File: src/rtl/rect_draw_engine_if.sv
// Command and pixel-stream signals of the rectangle draw engine.
// The host drives the command fields and WREADY; the engine drives status and pixel outputs.
interface rect_draw_engine_if #(
  parameter int XW = 8,
  parameter int YW = 8,
  parameter int CW = 3
);
  logic          START;
  logic [1:0]    MODE;
  logic [XW-1:0] X0;
  logic [YW-1:0] Y0;
  logic [XW-1:0] X1;
  logic [YW-1:0] Y1;
  logic [CW-1:0] CR;
  logic [CW-1:0] CG;
  logic [CW-1:0] CB;
  logic          WREADY;
  logic          BUSY;
  logic          DONE;
  logic [XW-1:0] X;
  logic [YW-1:0] Y;
  logic [CW-1:0] R;
  logic [CW-1:0] G;
  logic [CW-1:0] B;
  logic          WE;

  modport master (
    output START, MODE, X0, Y0, X1, Y1, CR, CG, CB, WREADY,
    input  BUSY, DONE, X, Y, R, G, B, WE
  );

  modport slave (
    input  START, MODE, X0, Y0, X1, Y1, CR, CG, CB, WREADY,
    output BUSY, DONE, X, Y, R, G, B, WE
  );
endinterface

File: src/rtl/rect_draw_engine.sv
// Command-driven rectangle pixel generator: fill, outline or clear-screen,
// streamed in raster order over a valid/ready pixel handshake.
module rect_draw_engine #(
  parameter int XW   = 8,
  parameter int YW   = 8,
  parameter int CW   = 3,
  parameter int XMAX = 159,
  parameter int YMAX = 119
) (
  input  logic              CLK,
  input  logic              NRST,
  rect_draw_engine_if.slave bus
);

  localparam logic [XW-1:0] X_LAST       = XW'(XMAX);
  localparam logic [YW-1:0] Y_LAST       = YW'(YMAX);
  localparam logic [1:0]    MODE_OUTLINE = 2'b01;
  localparam logic [1:0]    MODE_CLEAR   = 2'b10;
  localparam logic [1:0]    MODE_NOP     = 2'b11;

  typedef enum logic [1:0] {IDLE, SETUP, SCAN, FINISH} state_t;

  state_t        state_reg, state_next;
  logic [1:0]    mode_reg, mode_next;
  logic [XW-1:0] x0_reg, x0_next, x1_reg, x1_next;
  logic [YW-1:0] y0_reg, y0_next, y1_reg, y1_next;
  logic [CW-1:0] r_reg, r_next, g_reg, g_next, b_reg, b_next;
  logic [XW-1:0] xl_reg, xl_next, xh_reg, xh_next;
  logic [YW-1:0] yl_reg, yl_next, yh_reg, yh_next;
  logic [XW-1:0] x_reg, x_next;
  logic [YW-1:0] y_reg, y_next;
  logic          we_reg, we_next;
  logic          busy_reg, busy_next;
  logic          done_reg, done_next;

  logic [XW-1:0] xl_c, xh_c;
  logic [YW-1:0] yl_c, yh_c;
  logic          interior_row;
  logic          last_pix;

  // Normalised, clamped bounds derived from the latched corners.
  always_comb begin
    xl_c = (x0_reg < x1_reg) ? x0_reg : x1_reg;
    xh_c = (x0_reg < x1_reg) ? x1_reg : x0_reg;
    yl_c = (y0_reg < y1_reg) ? y0_reg : y1_reg;
    yh_c = (y0_reg < y1_reg) ? y1_reg : y0_reg;
    if (xl_c > X_LAST) xl_c = X_LAST;
    if (xh_c > X_LAST) xh_c = X_LAST;
    if (yl_c > Y_LAST) yl_c = Y_LAST;
    if (yh_c > Y_LAST) yh_c = Y_LAST;
    if (mode_reg == MODE_CLEAR) begin
      xl_c = '0;
      xh_c = X_LAST;
      yl_c = '0;
      yh_c = Y_LAST;
    end
  end

  assign interior_row = (mode_reg == MODE_OUTLINE) && (y_reg > yl_reg) && (y_reg < yh_reg);
  assign last_pix     = (x_reg == xh_reg) && (y_reg == yh_reg);

  always_comb begin
    state_next = state_reg;
    mode_next  = mode_reg;
    x0_next    = x0_reg;
    x1_next    = x1_reg;
    y0_next    = y0_reg;
    y1_next    = y1_reg;
    r_next     = r_reg;
    g_next     = g_reg;
    b_next     = b_reg;
    xl_next    = xl_reg;
    xh_next    = xh_reg;
    yl_next    = yl_reg;
    yh_next    = yh_reg;
    x_next     = x_reg;
    y_next     = y_reg;
    we_next    = we_reg;
    busy_next  = busy_reg;
    done_next  = 1'b0;

    case (state_reg)
      IDLE: begin
        busy_next = 1'b0;
        we_next   = 1'b0;
        if (bus.START) begin
          mode_next  = bus.MODE;
          x0_next    = bus.X0;
          x1_next    = bus.X1;
          y0_next    = bus.Y0;
          y1_next    = bus.Y1;
          r_next     = bus.CR;
          g_next     = bus.CG;
          b_next     = bus.CB;
          busy_next  = 1'b1;
          state_next = SETUP;
        end
      end
      SETUP: begin
        xl_next = xl_c;
        xh_next = xh_c;
        yl_next = yl_c;
        yh_next = yh_c;
        if (mode_reg == MODE_NOP) begin
          done_next  = 1'b1;
          state_next = FINISH;
        end else begin
          x_next     = xl_c;
          y_next     = yl_c;
          we_next    = 1'b1;
          state_next = SCAN;
        end
      end
      SCAN: begin
        // WE is always high here, so WREADY alone marks an accept.
        if (bus.WREADY) begin
          if (last_pix) begin
            we_next    = 1'b0;
            done_next  = 1'b1;
            state_next = FINISH;
          end else if (x_reg < xh_reg) begin
            // Outline interior rows skip straight from the left edge to the right edge.
            x_next = (interior_row && (x_reg == xl_reg)) ? xh_reg : x_reg + 1'b1;
          end else begin
            x_next = xl_reg;
            y_next = y_reg + 1'b1;
          end
        end
      end
      FINISH: begin
        busy_next  = 1'b0;
        state_next = IDLE;
      end
      default: state_next = IDLE;
    endcase
  end

  always_ff @(posedge CLK) begin
    if (!NRST) begin
      state_reg <= IDLE;
      mode_reg  <= '0;
      x0_reg    <= '0;
      x1_reg    <= '0;
      y0_reg    <= '0;
      y1_reg    <= '0;
      r_reg     <= '0;
      g_reg     <= '0;
      b_reg     <= '0;
      xl_reg    <= '0;
      xh_reg    <= '0;
      yl_reg    <= '0;
      yh_reg    <= '0;
      x_reg     <= '0;
      y_reg     <= '0;
      we_reg    <= 1'b0;
      busy_reg  <= 1'b0;
      done_reg  <= 1'b0;
    end else begin
      state_reg <= state_next;
      mode_reg  <= mode_next;
      x0_reg    <= x0_next;
      x1_reg    <= x1_next;
      y0_reg    <= y0_next;
      y1_reg    <= y1_next;
      r_reg     <= r_next;
      g_reg     <= g_next;
      b_reg     <= b_next;
      xl_reg    <= xl_next;
      xh_reg    <= xh_next;
      yl_reg    <= yl_next;
      yh_reg    <= yh_next;
      x_reg     <= x_next;
      y_reg     <= y_next;
      we_reg    <= we_next;
      busy_reg  <= busy_next;
      done_reg  <= done_next;
    end
  end

  // Colour is only shown while a pixel is offered, so reset and idle read as zero.
  assign bus.X    = x_reg;
  assign bus.Y    = y_reg;
  assign bus.R    = we_reg ? r_reg : '0;
  assign bus.G    = we_reg ? g_reg : '0;
  assign bus.B    = we_reg ? b_reg : '0;
  assign bus.WE   = we_reg;
  assign bus.BUSY = busy_reg;
  assign bus.DONE = done_reg;

endmodule

File: src/flat_wrapper.sv
// flat-port wrapper written by rule: the top's interface ports become plain ports
module rect_draw_engine_flat 
#(
  parameter int XW   = 8,
  parameter int YW   = 8,
  parameter int CW   = 3,
  parameter int XMAX = 159,
  parameter int YMAX = 119
)
  (CLK, NRST, bus_START, bus_MODE, bus_X0, bus_Y0, bus_X1, bus_Y1, bus_CR, bus_CG, bus_CB, bus_WREADY, bus_BUSY, bus_DONE, bus_X, bus_Y, bus_R, bus_G, bus_B, bus_WE);
  rect_draw_engine_if #(.XW(XW), .YW(YW), .CW(CW)) bus_i ();
  input  logic CLK;
  input  logic NRST;
  input wire logic [$bits(bus_i.START)-1:0] bus_START;
  input wire logic [$bits(bus_i.MODE)-1:0] bus_MODE;
  input wire logic [$bits(bus_i.X0)-1:0] bus_X0;
  input wire logic [$bits(bus_i.Y0)-1:0] bus_Y0;
  input wire logic [$bits(bus_i.X1)-1:0] bus_X1;
  input wire logic [$bits(bus_i.Y1)-1:0] bus_Y1;
  input wire logic [$bits(bus_i.CR)-1:0] bus_CR;
  input wire logic [$bits(bus_i.CG)-1:0] bus_CG;
  input wire logic [$bits(bus_i.CB)-1:0] bus_CB;
  input wire logic [$bits(bus_i.WREADY)-1:0] bus_WREADY;
  output wire logic [$bits(bus_i.BUSY)-1:0] bus_BUSY;
  output wire logic [$bits(bus_i.DONE)-1:0] bus_DONE;
  output wire logic [$bits(bus_i.X)-1:0] bus_X;
  output wire logic [$bits(bus_i.Y)-1:0] bus_Y;
  output wire logic [$bits(bus_i.R)-1:0] bus_R;
  output wire logic [$bits(bus_i.G)-1:0] bus_G;
  output wire logic [$bits(bus_i.B)-1:0] bus_B;
  output wire logic [$bits(bus_i.WE)-1:0] bus_WE;
  assign bus_i.START = bus_START;
  assign bus_i.MODE = bus_MODE;
  assign bus_i.X0 = bus_X0;
  assign bus_i.Y0 = bus_Y0;
  assign bus_i.X1 = bus_X1;
  assign bus_i.Y1 = bus_Y1;
  assign bus_i.CR = bus_CR;
  assign bus_i.CG = bus_CG;
  assign bus_i.CB = bus_CB;
  assign bus_i.WREADY = bus_WREADY;
  assign bus_BUSY = bus_i.BUSY;
  assign bus_DONE = bus_i.DONE;
  assign bus_X = bus_i.X;
  assign bus_Y = bus_i.Y;
  assign bus_R = bus_i.R;
  assign bus_G = bus_i.G;
  assign bus_B = bus_i.B;
  assign bus_WE = bus_i.WE;
  rect_draw_engine #(.XW(XW), .YW(YW), .CW(CW), .XMAX(XMAX), .YMAX(YMAX)) u_core (.CLK(CLK), .NRST(NRST), .bus(bus_i));
endmodule
File: config.mk
export PLATFORM = sky130hd
export DESIGN_NAME = rect_draw_engine_flat
export DESIGN_NICKNAME = d
export VERILOG_FILES = /design/src/rtl/rect_draw_engine_if.sv /design/src/rtl/rect_draw_engine.sv /design/src/flat_wrapper.sv
export SDC_FILE = /design/constraint.sdc
export NUM_CORES = 1
export LEC_CHECK = 0
export CORE_AREA = 2 2 109 111
export CTS_CLUSTER_DIAMETER = 30
export CTS_CLUSTER_SIZE = 30
export DETAILED_ROUTE_END_ITERATION = 6
export DIE_AREA = 0 0 111 113
export MAX_ROUTING_LAYER = met4
export PLACE_DENSITY = 0.77
export SETUP_SLACK_MARGIN = 0.1
export SLEW_MARGIN = 20
export SYNTH_ARGS = -nofsm -noshare
export SYNTH_HDL_FRONTEND = slang
export SYNTH_SLANG_ARGS = --single-unit
File: constraint.sdc
create_clock -name CLK -period 1.9 [get_ports CLK]
set_input_delay 0.57 -clock CLK [delete_from_list [all_inputs] [get_ports CLK]]
set_output_delay 0.57 -clock CLK [all_outputs]
set_load 0.005 [all_outputs]
# Word-level counts from Yosys, hierarchy flattened
# Cells that the tools add are included.
# totals
regBits	96
in_bits	47
elab_cells	98
# classes
add_sub_neg	2
magnitude_cmp	9
eq_ne	15
mux	41
reduce_logical	13
# ops
operator	count
$mux 8	21
$lt 8x8->1	4
$pmux 8 s2	2
$eq 8x8->1	3
$add 8x1->8 const B	2
$gt 8x7->1 const B	2
$gt 8x8->1 const B	2
$ne 2x2->1 const B	5
$mux 3	3
$eq 2x2->1 const B	4
$gt 8x8->1	1
$mux 1	8
$pmux 2 s4	1
$reduce_and 4->1	2
$mux 2	3
$reduce_and 5->1	1
$eq 2x1->1 const B	2
$logic_and 1x1->1	4
$pmux 1 s2	2
$reduce_bool 2->1	2
$pmux 1 s3	1
$reduce_and 3->1	1
$reduce_bool 3->1	1
$logic_not 2->1	1
other kinds (2)	2

# Logic depth before layout (Yosys ltp)
# Gate-level depths: netlist of the first run.
# logic_depth
word_depth	9
depth_mapped	11
ltp_nobuf	9

# Worst setup path after synthesis of the first run
# OpenSTA, ideal clock, no wires.
# synth_timing
path_type	reg-to-reg
from	register u_core.x_reg[0], in the netlist u_core.bus.X[0]
to	register u_core.y_reg[3], in the netlist u_core.bus.Y[3]
setup_ns	0.074
arrival_time_ns	2.060
required_time_ns	1.826
path_slack_ns	-0.234
path_stages_with_launch	11
n_path_buf	1
cell_sequence	dfxtp_1 buf_2 inv_1 ha_1 nand4_1 nor4_4 a211oi_2 o31a_4 nand2_1 or3_1 a31oi_1
# synth_via
elab_chain_len	4
# synth_rtl
element	line	rtl
start, declared	rect_draw_engine.sv:30	logic [XW-1:0] x_reg, x_next;
start signal, assigned	rect_draw_engine.sv:172	x_reg <= x_next;
branches (longest 3 deep; another with $lt 8x8->1)	n/a	
$reduce_and 5->1 (no source line) *	n/a	
end signal, assigned	rect_draw_engine.sv:173	y_reg <= y_next;
end, declared	rect_draw_engine.sv:31	logic [YW-1:0] y_reg, y_next;
# Mark *: on every way between the ends.
# A chain may end at the register's enable or synchronous reset.

# Final worst setup path of the first run
# layout_timing
from	register u_core.x1_reg[7]
to	register u_core.x_reg[6], in the netlist u_core.bus.X[6]
# layout_via
elab_chain_len	7
# layout_rtl
element	line	rtl
start, declared	rect_draw_engine.sv:25	logic [XW-1:0] x0_reg, x0_next, x1_reg, x1_next;
start signal, assigned	rect_draw_engine.sv:162	x1_reg <= x1_next;
$lt 8x8->1	rect_draw_engine.sv:43	xl_c = (x0_reg < x1_reg) ? x0_reg : x1_reg;
$mux 8 *	rect_draw_engine.sv:43	
$gt 8x8->1	rect_draw_engine.sv:47	if (xl_c > X_LAST) xl_c = X_LAST;
$mux 8 *	rect_draw_engine.sv:47	
$mux 8 *	rect_draw_engine.sv:51	if (mode_reg == MODE_CLEAR) begin
$mux 8 *	rect_draw_engine.sv:104	if (mode_reg == MODE_NOP) begin
$pmux 8 s2 *	rect_draw_engine.sv:82	case (state_reg)
# Mark *: on every way between the ends. The rest lies on a longest branch, timed or not. The select of a mux whose other input is x is not followed.

==> results of run 1 <==
## metal layers
metal,wire [um],part of all wire,track usage,vias up
met1,8390,0.35,0.344,3195
met4,1920,0.081,0.179,0
met2,11400,0.48,0.571,527
met3,1980,0.084,0.0616,192
met5,0,0,-,-
li1,-,-,-,2908
## through the flow
stage	hold slack (ps)	util	setup TNS, ps
floorplan	424	-	-258
global placement	435	0.669	-5510
detailed placement	441	0.669	-7980
CTS	457	0.769	-3880
global route	473	0.812	-11500
finish	459	0.812	-8480
## critical path, stage by stage, from the launching register on
cell      delay, ps
dfxtp_2         350
inv_2            50
ha_4            290
nand3_2          90
o211ai_1        230
a21oi_2          80
buf_6           150
buf_12          150
mux2i_4         200
nor2_4          150
o221ai_4        120
a211oi_2        360
## cells in the mapped netlist, types with 3 or more instances
cell type  number  area, sq um
a211oi_1        8         60.1
a211oi_2        3         37.5
a21o_1          3         22.5
a21oi_1        77          385
a311oi_1        6         52.6
a31oi_1        13         81.3
a32o_1          4         40.0
and2_1         16          100
and3_1          3         18.8
buf_1           6         22.5
buf_2           6         30.0
clkbuf_1       17         63.8
dfxtp_1        96         1920
ha_1           45          563
inv_1          44          165
mux2_2          5         56.3
mux2i_1        21          210
nand2_1       119          447
nand2b_1        7         43.8
nand3_1        19         95.1
nand4_1         7         43.8
nor2_1         54          203
nor2b_1        11         68.8
nor3_1         10         50.1
o211ai_1        7         52.6
o21a_1          3         22.5
o21ai_0        35          175
o221ai_1        3         26.3
o22ai_1         5         31.3
xnor2_1        10         87.6
xor2_1          4         35.0
## cells by family (layout without fill, tap and decap cells)
| group | count (synthesis) | in the layout |
|---|---|---|
| compound gates | 185 | 185 |
| fa+ha+maj | 45 | 45 |
| xor+xnor | 14 | 14 |
| buf+inv | 79 | 304 |
| simple gates | 262 | 262 |
| flops | 96 | 96 |
| mux | 27 | 27 |
## worst min path at each step
stage	from	endpoint	slack, ps	cells after the start
floorplan	u_core.yl_reg[7]$_SDFFE_PN0P_	u_core.yl_reg[7]$_SDFFE_PN0P_	420	2
global placement	u_core.yl_reg[7]$_SDFFE_PN0P_	u_core.yl_reg[7]$_SDFFE_PN0P_	430	2
detailed placement	u_core.yh_reg[7]$_SDFFE_PN0P_	u_core.yh_reg[7]$_SDFFE_PN0P_	440	2
CTS	u_core.x1_reg[5]$_SDFFE_PN0P_	u_core.x1_reg[5]$_SDFFE_PN0P_	460	2
global route	u_core.g_reg[1]$_SDFFE_PN0P_	u_core.g_reg[1]$_SDFFE_PN0P_	470	2
finish	u_core.g_reg[2]$_SDFFE_PN0P_	u_core.g_reg[2]$_SDFFE_PN0P_	460	2
## layout make-up
type	count	area [sq um]
inverter	44	168
clock buffer	9	225
sequential	96	2000
tap	143	179
fill	591	2120
clock inverter	7	56.3
multi-input combinational	533	4300
timing repair buffer	244	2230
## power by group
group / switching (mW) / internal [mW] / total (mW)
logic: 5.89 / 5.60 / 11.5
clock network: 0.888 / 0.898 / 1.79
registers: 0.509 / 2.59 / 3.10
total: 7.29 / 9.08 / 16.4
## repair_timing
item | in CTS | in global routing
cloned | 2 | 1
endpoints found under the setup margin | 76 | 55
endpoints found under the hold margin | 0 | 0
pin swaps | 65 | 46
resized for setup | 173 | 94
setup buffers | 41 | 13
==> flow_metrics.py, run 1 <==
metrics = {
    "layout": {
        "final_area_sq_um": 9160,
        "area_growth_pct": 63.3,
        "layout_commonest_cell": "buf_4",
        "final_cells": 1076,
        "layout-drive-gt1-share": 0.424,
        "mostFrequentLayoutCells": "buf_4, nand2_1, a21oi_1, clkdlybuf4s50_1",
        "final_nets": 1020,
        "antenna_cells": 0,
    },
    "timing": {
        "rsz0062_at_grt": "true",
        "worst_slack_ps": -452,
        "min_period_ps": 2350,
        "skew_ps": 10.1,
        "maxSlewViolCount": 0,
        "hold_viol": 0,
        "fin_crit_sh": 1.24,
        "setup_viol": 50,
        "worst_pin_slew_ps": 524,
        "slew_headroom": 0.651,
        "maxClockFrequency_ghz": 0.425,
    },
    "placement": {
        "hpwl_um": 12500,
        "dp_cells": 1010,
        "place_ws_ps": -488,
        "dpl-instance-area_sq_um": 7540,
        "gp_congestion": 0.955,
        "portBuffers": 74,
    },
    "setup_path": {
        "reg2reg_to": "u_core.bus.X[6]$_SDFFE_PN0P_",
        "cp.required_ps": 2130,
        "worstPathMaxFanout": 6,
        "reg2reg_depth": 11,
        "endpoint": "u_core.bus.X[6]$_SDFFE_PN0P_",
        "startpoint_type": "flop",
        "reg2reg_slack_ps": -450,
        "critical_path_class": "flop to flop",
        "worstPathArrival_ps": 2590,
        "endpoint_kind": "flop",
        "rr_startpoint": "u_core.x1_reg[7]$_SDFFE_PN0P_",
        "crit_path_start": "u_core.x1_reg[7]$_SDFFE_PN0P_",
    },
    "clocking": {
        "cts_made_buffers": 9,
        "htreeDepth": 3,
        "clk_pin_slew_ps": 80,
        "cts_root_buffer": "clkbuf_16",
        "cts_tree": "yes",
        "cts.sinks": 96,
        "clock_latency_ps": 360,
        "holdBufCountCts": 0,
        "clock_tree.buffer_depth": 2,
    },
    "route": {
        "drc": 0,
        "routed_wl_um": 23700,
        "route.antenna.remaining_nets": 0,
        "wl_per_cell_um": 22.1,
        "vias": 6822,
        "via_per_inst": 6.34,
        "first_iter_violations": 651,
        "dr.pass1.iters": 7,
    },
    "yosys": {
        "ys_seq_elements": 96,
        "synth-simple-area-share": 0.217,
        "synth_top_family_by_area": "simple AND/OR/NAND/NOR gates",
        "yosysSeqAreaShare": 0.343,
        "netlist-cell-type-count": 69,
        "synth_area_sq_um": 5610,
        "synth_compound_area_frac": 0.207,
        "synth-edff-count": 0,
        "synthAdderAreaFrac": 0.100,
        "ys_warn_count": 0,
        "synthArstFlopShare": 0,
        "syn_inst": 708,
        "syn_nets": 800,
        "synthXorXnorAreaFrac": 0.0219,
        "ys.flop_type": "dfxtp_1",
        "synth.avg_cell_area_sq_um": 7.92,
        "synthMuxAreaShare": 0.0502,
    },
    "floorplan": {
        "die-width_um": 111,
        "die_h_um": 113,
        "rows": 39,
        "die_area_sq_um": 12500,
        "coreArea_sq_um": 11300,
        "num_io_pins": 75,
        "initial_core_util": 0.498,
    },
    "status": {
        "status": "complete, but fails checks",
        "violations": "negative setup slack",
    },
    "power_and_ir_drop": {
        "irDropWorstVdd_uv": 871,
        "power_density_nw_per_um2": 1790,
        "p_total_mw": 16.4,
        "p_leak_nw": 3.66,
    },
    "global_route": {
        "grt_pass1_vias": 6646,
        "antenna_found_initial": 0,
        "gr-total-overflow": 0,
        "grt_start_max_net_pins": 44,
        "grt_pass1_wl_um": 32000,
        "grt_usage": 0.324,
    },
    "min_path": {
        "hold_class": "flop to flop",
    },
    "job": {
        "drv_cap": 0,
    },
}
Power figures use the tool's default switching activity.
==> inputs of run 2 (changes only) <==
--- a/config.mk
+++ b/config.mk
@@ -11,9 +11,10 @@
 export DETAILED_ROUTE_END_ITERATION = 6
 export DIE_AREA = 0 0 111 113
 export MAX_ROUTING_LAYER = met4
-export PLACE_DENSITY = 0.77
+export PLACE_DENSITY = 0.74
 export SETUP_SLACK_MARGIN = 0.1
-export SLEW_MARGIN = 20
+export SLEW_MARGIN = 5
 export SYNTH_ARGS = -nofsm -noshare
 export SYNTH_HDL_FRONTEND = slang
 export SYNTH_SLANG_ARGS = --single-unit
+export TNS_END_PERCENT = 1
==> constraint.sdc (replaced) <==
create_clock -name CLK -period 2.2 [get_ports CLK]
set_input_delay 0.66 -clock CLK [delete_from_list [all_inputs] [get_ports CLK]]
set_output_delay 0.66 -clock CLK [all_outputs]
set_load 0.005 [all_outputs]
==> run 2 against run 1 <==
Against the previous run:
- critical endpoint is now u_core.bus.Y[4]$_SDFFE_PN0P_
- critical path depth is 1 lower
- largest power group unchanged
- the run still ends with negative setup slack left
- combinational power is 43% lower
- worst setup slack better by 440 ps
- design area fell by 16%
- register-to-register slack improved by 440 ps
- sequential power decreased by 17%
==> flow_metrics.py, run 2 (synthesis gave the netlist of run 1 again) <==
metrics = {
    "clocking": {
        "clock_tree.buffer_depth": 2,
        "cts_root_buffer": "clkbuf_16",
        "cts_made_buffers": 9,
        "clock_latency_ps": 350,
        "htreeDepth": 3,
        "cts.sinks": 96,
        "holdBufCountCts": 0,
        "cts_tree": "yes",
        "clk_pin_slew_ps": 70,
    },
    "route": {
        "wl_per_cell_um": 16.3,
        "drc": 0,
        "routed_wl_um": 16000,
        "route.antenna.remaining_nets": 0,
        "via_per_inst": 5.66,
        "vias": 5554,
        "first_iter_violations": 298,
        "dr.pass1.iters": 5,
    },
    "setup_path": {
        "startpoint_type": "flop",
        "cp.required_ps": 2440,
        "endpoint_kind": "flop",
        "worstPathMaxFanout": 8,
        "reg2reg_to": "u_core.bus.Y[4]$_SDFFE_PN0P_",
        "reg2reg_slack_ps": -10,
        "critical_path_class": "flop to flop",
        "rr_startpoint": "u_core.bus.Y[1]$_SDFFE_PN0P_",
        "reg2reg_depth": 10,
        "worstPathArrival_ps": 2450,
    },
    "global_route": {
        "grt_start_max_net_pins": 44,
        "grt_pass1_wl_um": 26300,
        "grt_usage": 0.265,
        "gr-total-overflow": 0,
        "antenna_found_initial": 0,
        "grt_pass1_vias": 5429,
    },
    "layout": {
        "layout-drive-gt1-share": 0.203,
        "area_growth_pct": 37.7,
        "antenna_cells": 0,
        "mostFrequentLayoutCells": "nand2_1, dfxtp_1, clkdlybuf4s50_1, a21oi_1, buf_4",
        "fin_util": 0.685,
        "final_nets": 925,
        "layout_commonest_cell": "nand2_1",
        "final_cells": 981,
        "final_area_sq_um": 7720,
        "fill_cells": 923,
    },
    "timing": {
        "skew_ps": 6.78,
        "holdWs_ps": 452,
        "min_period_ps": 2210,
        "worst_pin_slew_ps": 709,
        "slew_headroom": 0.521,
        "finalSetupTns_ps": -12.6,
        "hold_viol": 0,
        "maxSlewViolCount": 0,
        "fin_crit_sh": 1.01,
        "setup_viol": 1,
        "rsz0062_at_grt": "true",
        "worst_slack_ps": -12.6,
        "maxClockFrequency_ghz": 0.452,
    },
    "status": {
        "violations": "negative setup slack",
        "status": "complete, but fails checks",
    },
    "floorplan": {
        "die-width_um": 111,
        "die_h_um": 113,
        "initial_core_util": 0.498,
        "num_io_pins": 75,
        "die_area_sq_um": 12500,
        "rows": 39,
        "coreArea_sq_um": 11300,
    },
    "min_path": {
        "hold_class": "flop to flop",
        "min_to": "u_core.yl_reg[7]$_SDFFE_PN0P_",
        "worstHoldPathCells": 2,
        "min_from": "u_core.yl_reg[7]$_SDFFE_PN0P_",
    },
    "power_and_ir_drop": {
        "irDropWorstVdd_uv": 743,
        "power_density_nw_per_um2": 1410,
        "p_total_mw": 10.9,
        "p_leak_nw": 3.04,
    },
    "placement": {
        "gp_congestion": 0.902,
        "dpl-instance-area_sq_um": 6980,
        "portBuffers": 74,
        "place_ws_ps": -280,
        "dp_cells": 964,
        "hpwl_um": 11900,
    },
    "job": {
        "drv_cap": 0,
    },
}
==> run 2: changes by cell type in the layout (fill, tap and decap cells not counted), moves of 10 or more <==
cell,delta
buf_4,-68
dfxtp_1,+37
dfxtp_2,-33
buf_6,-23
clkdlybuf4s50_1,+23
dlygate4sd2_1,-18
ha_1,+17
ha_4,-17
inv_1,+16
inv_2,-15
a21oi_1,+14
a21oi_2,-12
o21ai_0,+10
==> run 2: what timing repair did <==
action                     CTS  global route
gates resized for setup     27            50
buffers inserted             0             1
hold endpoints to repair     0             0
setup endpoints to repair   52            55
pin swaps                    7            23
==> run 2: per-layer routing <==
metal  wire, um  GRT usage
met1       7040      0.321
met2       8010      0.452
met3        586     0.0332
met4        400      0.103
met5          0          -
==> run 2: power breakdown <==
part | internal [mW] | switching (mW) | leakage, nW
logic | 3.03 | 3.48 | 2.08
registers | 2.20 | 0.367 | 0.791
clock network | 1.15 | 0.705 | 0.165
total | 6.37 | 4.55 | 3.04
==> run 2: final cells by class <==
type | instances | area (sq um) | share of cell area
Inverter | 44 | 165 | 0.0214
Tap cell | 143 | 179 | 0.0232
Timing Repair Buffer | 149 | 1420 | 0.183
Clock inverter | 6 | 114 | 0.0147
Sequential cell | 96 | 1940 | 0.251
Multi-Input combinational cell | 533 | 3670 | 0.475
Clock buffer | 10 | 239 | 0.0309
==> run 2: worst max path at each step <==
stage	startpoint	endpoint	slack (ps)
5_1_grt	u_core.x1_reg[7]$_SDFFE_PN0P_	u_core.bus.X[2]$_SDFFE_PN0P_	-90
3_3_place_gp	bus_WREADY	u_core.bus.Y[3]$_SDFFE_PN0P_	-200
3_5_place_dp	bus_WREADY	u_core.bus.Y[3]$_SDFFE_PN0P_	-280
4_1_cts	u_core.bus.Y[1]$_SDFFE_PN0P_	u_core.bus.Y[2]$_SDFFE_PN0P_	8
2_1_floorplan	u_core.bus.X[0]$_SDFFE_PN0P_	u_core.bus.Y[4]$_SDFFE_PN0P_	90
6_report	u_core.bus.Y[1]$_SDFFE_PN0P_	u_core.bus.Y[4]$_SDFFE_PN0P_	-10
==> run 2: critical path: stages, from the launching register on <==
cell and delay, ps:
dfxtp_4 370, buf_6 120, ha_4 250, nand4_1 150, nor4_4 380, a211oi_2 140
o31a_4 170, buf_6 150, nand2_4 60, nor2_2 40, o31a_1 270
==> inputs of run 3 (changes only) <==
--- a/config.mk
+++ b/config.mk
@@ -13,6 +13,7 @@
 export MAX_ROUTING_LAYER = met4
 export PLACE_DENSITY = 0.74
 export SETUP_SLACK_MARGIN = 0.1
+export SKIP_CTS_REPAIR_TIMING = 1
 export SLEW_MARGIN = 5
 export SYNTH_ARGS = -nofsm -noshare
 export SYNTH_HDL_FRONTEND = slang
==> constraint.sdc (replaced) <==
create_clock -name CLK -period 2.16 [get_ports CLK]
set_input_delay 0.648 -clock CLK [delete_from_list [all_inputs] [get_ports CLK]]
set_output_delay 0.648 -clock CLK [all_outputs]
set_load 0.005 [all_outputs]
==> run 3 against run 2 <==
Against the previous run:
- the run still ends with negative setup slack left
- utilization rose by 0.056 points
- routed wire length down 0.24%
- final cell count rose by 0.31%
- design area hardly changed
- power down 0.25%
==> flow_metrics.py, run 3 (synthesis gave the netlist of run 1 again) <==
metrics = {
    "timing": {
        "min_period_ps": 2240,
        "rsz0062_at_grt": "true",
        "slew_headroom": 0.617,
        "worst_slack_ps": -75.5,
        "maxSlewViolCount": 0,
        "setup_viol": 7,
        "maxClockFrequency_ghz": 0.447,
        "skew_ps": 11.7,
        "worst_pin_slew_ps": 574,
        "fin_crit_sh": 1.03,
        "hold_viol": 0,
    },
    "global_route": {
        "grt_usage": 0.254,
        "gr-total-overflow": 0,
        "grt_pass1_wl_um": 25500,
        "antenna_found_initial": 0,
        "grt_pass1_vias": 5581,
        "grt_start_max_net_pins": 44,
    },
    "setup_path": {
        "path_cells": "inv_2 > ha_4 > buf_6 > nand4_1 > nor4_4 > a211oi_2 > o31a_4 > buf_6 > a31oi_4 > a31oi_1 > o21a_1",
        "max_stage_delay_ps": 380,
        "crit_path_start": "u_core.xh_reg[1]$_SDFFE_PN0P_",
        "cp_num_cells": 11,
        "endpoint_kind": "flop",
        "cp.required_ps": 2400,
        "reg2reg_depth": 11,
        "cp_num_buf_inv": 3,
        "startpoint_type": "flop",
        "cp_top_family": "compound AO/OA/AOI/OAI gates",
        "cpMaxStageDelayCell": "nor4_4",
        "worstPathMaxFanout": 5,
        "rr_startpoint": "u_core.xh_reg[1]$_SDFFE_PN0P_",
        "worstPathArrival_ps": 2470,
        "crit_top_cell": "buf_6",
        "critical_path_class": "flop to flop",
    },
    "clocking": {
        "clk_pin_slew_ps": 70,
        "htreeDepth": 3,
        "clock_tree.buffer_depth": 2,
        "cts.sinks": 96,
        "cts_tree": "yes",
        "cts_made_buffers": 9,
        "cts_root_buffer": "clkbuf_16",
        "clock_latency_ps": 350,
    },
    "placement": {
        "portBuffers": 74,
        "hpwl_um": 11600,
        "place_ws_ps": -309,
        "gp_congestion": 0.932,
    },
    "route": {
        "vias": 5546,
        "routed_wl_um": 16000,
        "wl_per_cell_um": 16.3,
        "first_iter_violations": 325,
        "route.antenna.remaining_nets": 0,
        "dr.pass1.iters": 5,
        "drc": 0,
        "via_per_inst": 5.64,
    },
    "floorplan": {
        "num_io_pins": 75,
        "die_area_sq_um": 12500,
        "die-width_um": 111,
        "rows": 39,
        "coreArea_sq_um": 11300,
        "initial_core_util": 0.498,
        "die_h_um": 113,
    },
    "layout": {
        "layout_commonest_cell": "nand2_1",
        "final_nets": 928,
        "area_growth_pct": 37.8,
        "antenna_cells": 0,
        "mostFrequentLayoutCells": "nand2_1, dfxtp_1, a21oi_1, clkdlybuf4s50_1, buf_4",
        "layout-drive-gt1-share": 0.209,
    },
    "status": {
        "violations": "negative setup slack",
        "status": "complete, but fails checks",
    },
    "power_and_ir_drop": {
        "p_total_mw": 10.9,
        "p_leak_nw": 3.17,
        "power_density_nw_per_um2": 1410,
        "irDropWorstVdd_uv": 765,
    },
    "min_path": {
        "worstHoldPathCells": 2,
        "min_from": "u_core.yh_reg[7]$_SDFFE_PN0P_",
        "hold_class": "flop to flop",
    },
    "job": {
        "drv_cap": 0,
    },
}
-- run 3: worst min-delay path: cells and delay by family (launching register included) --
kind                   cells  cell delay [ps]
DFF                        1              300
buffers and inverters      1               60
and+or+nand+nor            1               50
-- run 3: power by group --
part	leakage, nW	internal, mW	switching (mW)
combinational	2.22	3.05	3.48
clock	0.155	1.05	0.713
sequential	0.791	2.24	0.376
total	3.17	6.33	4.57
-- run 3: final cells by class --
class | instances | area, sq um
fillers | 896 | 3540
clock inverters | 6 | 92.6
flip-flops and latches | 96 | 1940
multi-input cells | 533 | 3630
well taps | 143 | 179
repair buffers | 152 | 1480
inverters | 44 | 165
clock buffers | 10 | 239
-- run 3: path summary, 6_finish.rpt --
kind              slack (ps)                             to
setup / recovery         -80   u_core.bus.Y[2]$_SDFFE_PN0P_
setup reg to reg         -80   u_core.bus.Y[2]$_SDFFE_PN0P_
hold reg to reg          450  u_core.yh_reg[7]$_SDFFE_PN0P_
hold / removal           450  u_core.yh_reg[7]$_SDFFE_PN0P_
-- run 3: metal layers --
| metal | global-route usage | share of wire | routed length (um) |
|---|---|---|---|
| met1 | 0.303 | 0.44 | 6990 |
| met2 | 0.427 | 0.50 | 7930 |
| met3 | 0.0343 | 0.036 | 582 |
| met4 | 0.125 | 0.031 | 490 |
| met5 | - | 0 | 0 |
-- run 3: metrics by stage --
stage | instances | hold slack (ps) | utilization | TNS (ps) | instance area [sq um]
floorplan | 708 | 424 | - | 0 | 5610
global placement | 967 | 435 | 0.624 | -1090 | 7030
detailed placement | 967 | 438 | 0.624 | -1790 | 7030
CTS | 983 | 449 | 0.653 | -1060 | 7360
global route | 984 | 474 | 0.686 | -1290 | 7730
finish | 984 | 452 | 0.686 | -254 | 7730
